[src/rtl/systolic_tile_ctrl.sv]
// Tile sequencer for an output-stationary systolic array: clear, skewed feed, drain, row-by-row result handout.
// Optional build macro SYSTOLIC_TILE_PERF_EN adds perf_cycles / perf_stall counters.
//
// state  | meaning
// IDLE   | waiting for a job, start_ready high
// CLEAR  | one-cycle accumulator clear
// FEED   | skewed operand injection, t = 0..K+ROWS+COLS-3
// DRAIN  | one cycle for the last accumulate to land
// RESULT | one row per res_valid & res_ready beat
module systolic_tile_ctrl #(
    parameter int ROWS = 4,
    parameter int COLS = 4,
    parameter int K_W  = 16,
    parameter int T_W  = 17,
    localparam int RR_W = (ROWS > 1) ? $clog2(ROWS) : 1
) (
    input  logic                 clk,
    input  logic                 rst_n,
    input  logic                 start,
    input  logic [K_W-1:0]       k_len,
    output logic                 start_ready,
    output logic                 clear_all,
    output logic [T_W-1:0]       feed_t,
    output logic                 feed_active,
    output logic [ROWS-1:0]      row_feed_en,
    output logic [COLS-1:0]      col_feed_en,
    output logic [ROWS*COLS-1:0] pe_valid,
    output logic                 busy,
    output logic                 done,
    output logic                 res_valid,
    output logic [RR_W-1:0]      res_row,
    input  logic                 res_ready
`ifdef SYSTOLIC_TILE_PERF_EN
    ,
    output logic [31:0]          perf_cycles,
    output logic [31:0]          perf_stall
`endif
);

    localparam logic [2:0] S_IDLE   = 3'd0;
    localparam logic [2:0] S_CLEAR  = 3'd1;
    localparam logic [2:0] S_FEED   = 3'd2;
    localparam logic [2:0] S_DRAIN  = 3'd3;
    localparam logic [2:0] S_RESULT = 3'd4;

    localparam int TX = T_W + 1;

    logic [2:0]      state;
    logic [K_W-1:0]  k_lat;
    logic [T_W-1:0]  t;
    logic [RR_W-1:0] row_q;
    logic            done_q;

    // One extra bit so t - offset and K + skew never wrap in the compares.
    logic [TX-1:0] t_x, k_x, last_x;
    assign t_x    = TX'(t);
    assign k_x    = TX'(k_lat);
    assign last_x = k_x + TX'(ROWS + COLS - 2) - TX'(1);

    always_ff @(posedge clk or negedge rst_n) begin
        if (!rst_n) begin
            state  <= S_IDLE;
            k_lat  <= '0;
            t      <= '0;
            row_q  <= '0;
            done_q <= 1'b0;
        end else begin
            done_q <= (state == S_DRAIN);
            case (state)
                S_IDLE: begin
                    if (start) begin
                        k_lat <= k_len;
                        state <= S_CLEAR;
                    end
                end
                S_CLEAR: begin
                    t     <= '0;
                    state <= (k_lat == '0) ? S_DRAIN : S_FEED;
                end
                S_FEED: begin
                    if (t_x == last_x) begin
                        t     <= '0;
                        state <= S_DRAIN;
                    end else begin
                        t <= t + T_W'(1);
                    end
                end
                S_DRAIN: begin
                    row_q <= '0;
                    state <= S_RESULT;
                end
                S_RESULT: begin
                    if (res_ready) begin
                        if (row_q == RR_W'(ROWS - 1)) begin
                            row_q <= '0;
                            state <= S_IDLE;
                        end else begin
                            row_q <= row_q + RR_W'(1);
                        end
                    end
                end
                default: state <= S_IDLE;
            endcase
        end
    end

    assign start_ready = (state == S_IDLE);
    assign clear_all   = (state == S_CLEAR);
    assign feed_active = (state == S_FEED);
    assign feed_t      = t;
    assign busy        = (state != S_IDLE);
    assign done        = done_q;
    assign res_valid   = (state == S_RESULT);
    assign res_row     = row_q;

    // Cell (i,j) sees a[i][t-i-j] and b[t-i-j][j] together, so its window is skewed by i+j.
    always_comb begin
        row_feed_en = '0;
        col_feed_en = '0;
        pe_valid    = '0;
        if (state == S_FEED) begin
            for (int i = 0; i < ROWS; i++)
                row_feed_en[i] = (t_x >= TX'(i)) && ((t_x - TX'(i)) < k_x);
            for (int j = 0; j < COLS; j++)
                col_feed_en[j] = (t_x >= TX'(j)) && ((t_x - TX'(j)) < k_x);
            for (int i = 0; i < ROWS; i++)
                for (int j = 0; j < COLS; j++)
                    pe_valid[i*COLS+j] = (t_x >= TX'(i + j)) && ((t_x - TX'(i + j)) < k_x);
        end
    end

`ifdef SYSTOLIC_TILE_PERF_EN
    logic perf_count_en;
    // Includes the done cycle, so the final value equals the start-to-done latency.
    assign perf_count_en = (state != S_IDLE) && ((state != S_RESULT) || done_q);

    always_ff @(posedge clk or negedge rst_n) begin
        if (!rst_n) begin
            perf_cycles <= '0;
            perf_stall  <= '0;
        end else if (start && (state == S_IDLE)) begin
            perf_cycles <= '0;
            perf_stall  <= '0;
        end else begin
            if (perf_count_en && (perf_cycles != 32'hFFFF_FFFF))
                perf_cycles <= perf_cycles + 32'd1;
            if ((state == S_RESULT) && !res_ready && (perf_stall != 32'hFFFF_FFFF))
                perf_stall <= perf_stall + 32'd1;
        end
    end
`endif

endmodule

[config.mk]
export PLATFORM = sky130hd
export DESIGN_NAME = systolic_tile_ctrl
export DESIGN_NICKNAME = d
export VERILOG_FILES = /design/src/rtl/systolic_tile_ctrl.sv
export SDC_FILE = /design/constraint.sdc
export NUM_CORES = 1
export LEC_CHECK = 0
export ABC_AREA = 0
export CAP_MARGIN = 40
export CORE_ASPECT_RATIO = 1.4
export CORE_MARGIN = 2
export CORE_UTILIZATION = 35
export DETAILED_ROUTE_END_ITERATION = 8
export PLACE_DENSITY_LB_ADDON = 0.25
export SYNTH_ARGS = -nofsm -noshare
export SYNTH_HDL_FRONTEND = slang
export SYNTH_SLANG_ARGS = --single-unit
export TNS_END_PERCENT = 20
[constraint.sdc]
create_clock -name clk -period 4.5 [get_ports clk]
set_clock_uncertainty 0.2 [all_clocks]
set_input_delay 0.9 -clock clk [delete_from_list [all_inputs] [get_ports clk]]
set_output_delay 0.9 -clock clk [all_outputs]
set_load 0.005 [all_outputs]
==> results.ini <==
[die]
io-pin-count = 69
initial_utilization_pct = 35.4
fp.dieH_microns = 163
die-width_microns = 118
fp.coreArea_sq_um = 17900
rows = 58
die_area_sq_um = 19200

[placement]
placedCellCount = 1164
place.detailed.hpwl_microns = 18300
pre_cts_ws_ns = -0.169
place_congestion = 0.933
place.port_buffers = 68
total_cell_area_at_the_placement_stage_sq_um = 7920

[synth]
synth-simple-area-share_pct = 21.5
synthMuxAreaShare_pct = 0.336
synth_cells = 798
syn-num-nets = 937
post_synth_fa_ha_maj_area_fraction_pct = 23.5
mappedNetlistArea_sq_um = 6320
synth-edff-count = 0
dominant_combinational_cell_family_by_area_after_synthesis = adder cells
netlist_cell_types = 68
ys.flop_type = sky130_fd_sc_hd__dfrtp_1
synthXorXnorAreaFrac_pct = 14.7
synthesis_warning_total = 0
postSynthRegisterBits = 39
syn_avg_cell_area_sq_um = 7.93
synth_sequential_area_ratio_pct = 15.4
synth_compound_area_share_pct = 17.9
async_reset_ff_share_pct = 100

[power]
peakVddDrop_mv = 0.373
p_sw_mw = 2.58
power.share.combinational_pct = 79.3
pwr-share-seq_pct = 12.5
clock_power_share_pct = 8.2
power-per-cell-area_nw_per_um2 = 606
p_leak_nw = 4.04
totalPowerFinal_mw = 5.16
power.internal_mw = 2.58
p_sw_share_pct = 50.0

[timing]
min_period_over_period_pct = 104
timing.final.setup_violations = 7
final.setup.worst_slack_ns = -0.186
relSlewSlack_pct = 52.7
clock.fmax_mhz = 213
actual_transition_at_the_worst_max_transition_pin_ns = 0.705
max_slew_violation_count = 0
period_minus_slack_ns = 4.69
final_sum_of_negative_setup_slack_ns = -0.826
unrepaired_setup_endpoints_after_global_routing = true
hold_viol = 0

[critical_path]
critical_path_arrival_ns = 3.59
end_kind = output pin
crit_fanout = 5
cp_cell_sequence = or2_4 > buf_6 > nor3_4 > nand2_1 > nor2_2 > buf_4 > nand2_4 > xnor2_2 > ha_1 > a221o_1 > a221oi_2 > o21ai_1 > or3_1 > a31oi_2 > buf_4 > buf_6 > buf_6 > buf_6
critical_path.top_delay_family = simple AND/OR/NAND/NOR gates
required_ns = 3.40
worst_path_largest_cell_delay_ns = 0.38
worst_path_max_delay_cell = sky130_fd_sc_hd__dfrtp_1
crit_path_frequent_cell = sky130_fd_sc_hd__buf_6
start_kind = flop
timing.setup.critical_path_class = flop to output pin
critical_path_buf_inv_count = 6

[cells_and_area]
post_route_cells_drive_above_1_share_pct = 24.4
layout.cells.most_common_list = sky130_fd_sc_hd__buf_4, sky130_fd_sc_hd__ha_1, sky130_fd_sc_hd__nand2_1
layout.cells.most_common = sky130_fd_sc_hd__buf_4
area_grow_syn2layout_pct = 34.8
n_antenna_cell = 0
final_cell_area_sq_um = 8530
finish.net_count = 1093
number_of_cells_in_the_finished_layout_apart_from_fillers = 1195

[detailed_routing]
dr_total_vias = 6484
dr_pass1_iterations = 4
drc = 0
final_antenna_net_count = 0
drtIter0Drc = 287
route.detailed.vias_per_inst = 5.43
post_drt_wl_per_cell_microns = 19.2
finalWirelength_microns = 22900

[cts]
ctsLongestPathBuffers = 2
clock_tree.root_cell = sky130_fd_sc_hd__clkbuf_16
clock_insertion_delay_worst_skew_ns = 0.29
cts-buffers-inserted = 5
cts_tree = done
num_clock_sinks = 39
htree_levels = 2
clk_pin_slew_worst_paths_ns = 0.06

[global_route]
grt_first_pass_wirelength_microns = 35500
globalRouteTotalUtil_pct = 23.8
first_global_vias = 6440
grt_antenna_before_repair = 0
grt.overflow.total = 0
grt_max_degree = 21

[worst_hold_path]
holdCritPathClass = flop to flop

[run_status]
outcome = complete, but fails checks
failed_checks = negative setup slack

[job]
max_cap_violations = 0

## sequential cells by signal (all words and copies together) (netlist names)
register and cells:
feed_t 17, k_lat 16, state 3, res_row 2
done 1
## logic make-up after synthesis
family          Yosys count
simple gates            276
compound gates          165
fa+ha+maj               119
xor+xnor                106
buf+inv                  91
flops                    39
mux                       2
## timing repair
action                                  4_1_cts  5_1_grt
gates resized for setup                      89       43
pin swaps                                    19       21
hold buffers                                  0        0
setup buffers                                11       12
endpoints found under the setup margin       21       21
## power by group through the flow
| stage | clock network [mW] | logic (mW) | registers, mW |
|---|---|---|---|
| after floorplan | 0 | 2.49 | 0.564 |
| after global placement | 0 | 3.77 | 0.642 |
| after detailed placement | 0 | 3.81 | 0.646 |
| after CTS | 0.427 | 3.92 | 0.642 |
| after global routing | 0.443 | 4.57 | 0.667 |
| final | 0.422 | 4.10 | 0.645 |
## area by class of cell
cell class / count / area, sq um
Clock buffer: 6 / 139
Inverter: 35 / 131
Timing Repair Buffer: 205 / 1720
Tap cell: 240 / 300
Clock inverter: 2 / 35.0
Sequential cell: 39 / 977
Fill cell: 1810 / 9330
Multi-Input combinational cell: 668 / 5220
## Yosys cell counts (9+ instances only)
cell	instances	area share, %
sky130_fd_sc_hd__ha_1	119	24
sky130_fd_sc_hd__nand2_1	93	5.5
sky130_fd_sc_hd__xnor2_1	61	8.4
sky130_fd_sc_hd__xor2_1	45	6.2
sky130_fd_sc_hd__nor2_1	43	2.6
sky130_fd_sc_hd__dfrtp_1	39	15
sky130_fd_sc_hd__o21ai_0	38	3.0
sky130_fd_sc_hd__inv_1	35	2.1
sky130_fd_sc_hd__a21oi_1	33	2.6
sky130_fd_sc_hd__nor3_1	32	2.5
sky130_fd_sc_hd__nand3_1	30	2.4
sky130_fd_sc_hd__clkbuf_1	25	1.5
sky130_fd_sc_hd__a21o_1	24	2.8
sky130_fd_sc_hd__buf_4	19	2.3
sky130_fd_sc_hd__nand4_1	19	1.9
sky130_fd_sc_hd__a211oi_1	10	1.2
sky130_fd_sc_hd__nor4_1	10	0.99
sky130_fd_sc_hd__o21a_1	9	1.1
## per-layer routing
metal	part of all wire, %	GRT usage (%)	vias up	wire length (microns)
met5	0	0	-	0
met4	7.6	16.8	0	1750
met3	4.0	2.13	85	906
met2	49	43.4	209	11300
met1	39	26.0	3040	8920
li1	-	-	3150	-
## worst reg2reg max path, stage by stage, from the launching register on
cell                       delay (ns)
sky130_fd_sc_hd__dfrtp_1         0.50
sky130_fd_sc_hd__ha_1            0.28
sky130_fd_sc_hd__o211ai_1        0.27
sky130_fd_sc_hd__or4_1           0.63
sky130_fd_sc_hd__nor4_1          0.46
sky130_fd_sc_hd__nor2_1          0.18
sky130_fd_sc_hd__nor3_2          0.62
sky130_fd_sc_hd__nor3_1          0.13
## path summary, 6_finish.rpt
path                       startpoint           to  slack [ns]  depth (start not counted)
max                         feed_t[8]  pe_valid[6]       -0.19                         18
min                        res_row[0]   res_row[0]        0.32                          1
max reg2reg                  k_lat[0]    feed_t[3]        1.07                          7
min reg2reg                res_row[0]   res_row[0]        0.32                          1
max in group asynchronous       rst_n    k_lat[14]        3.25                          2
min in group asynchronous       rst_n     k_lat[1]        0.37                          1
## stage by stage
| stage | util [%] | hold WS [ns] |
|---|---|---|
| 2_1_floorplan | - | 0.260 |
| 3_3_place_gp | 44.2 | 0.307 |
| 3_5_place_dp | 44.4 | 0.311 |
| 4_1_cts | 46.4 | 0.322 |
| 5_1_grt | 47.8 | 0.346 |
| 6_report | 47.8 | 0.324 |
(Power assumes the default switching activity.)
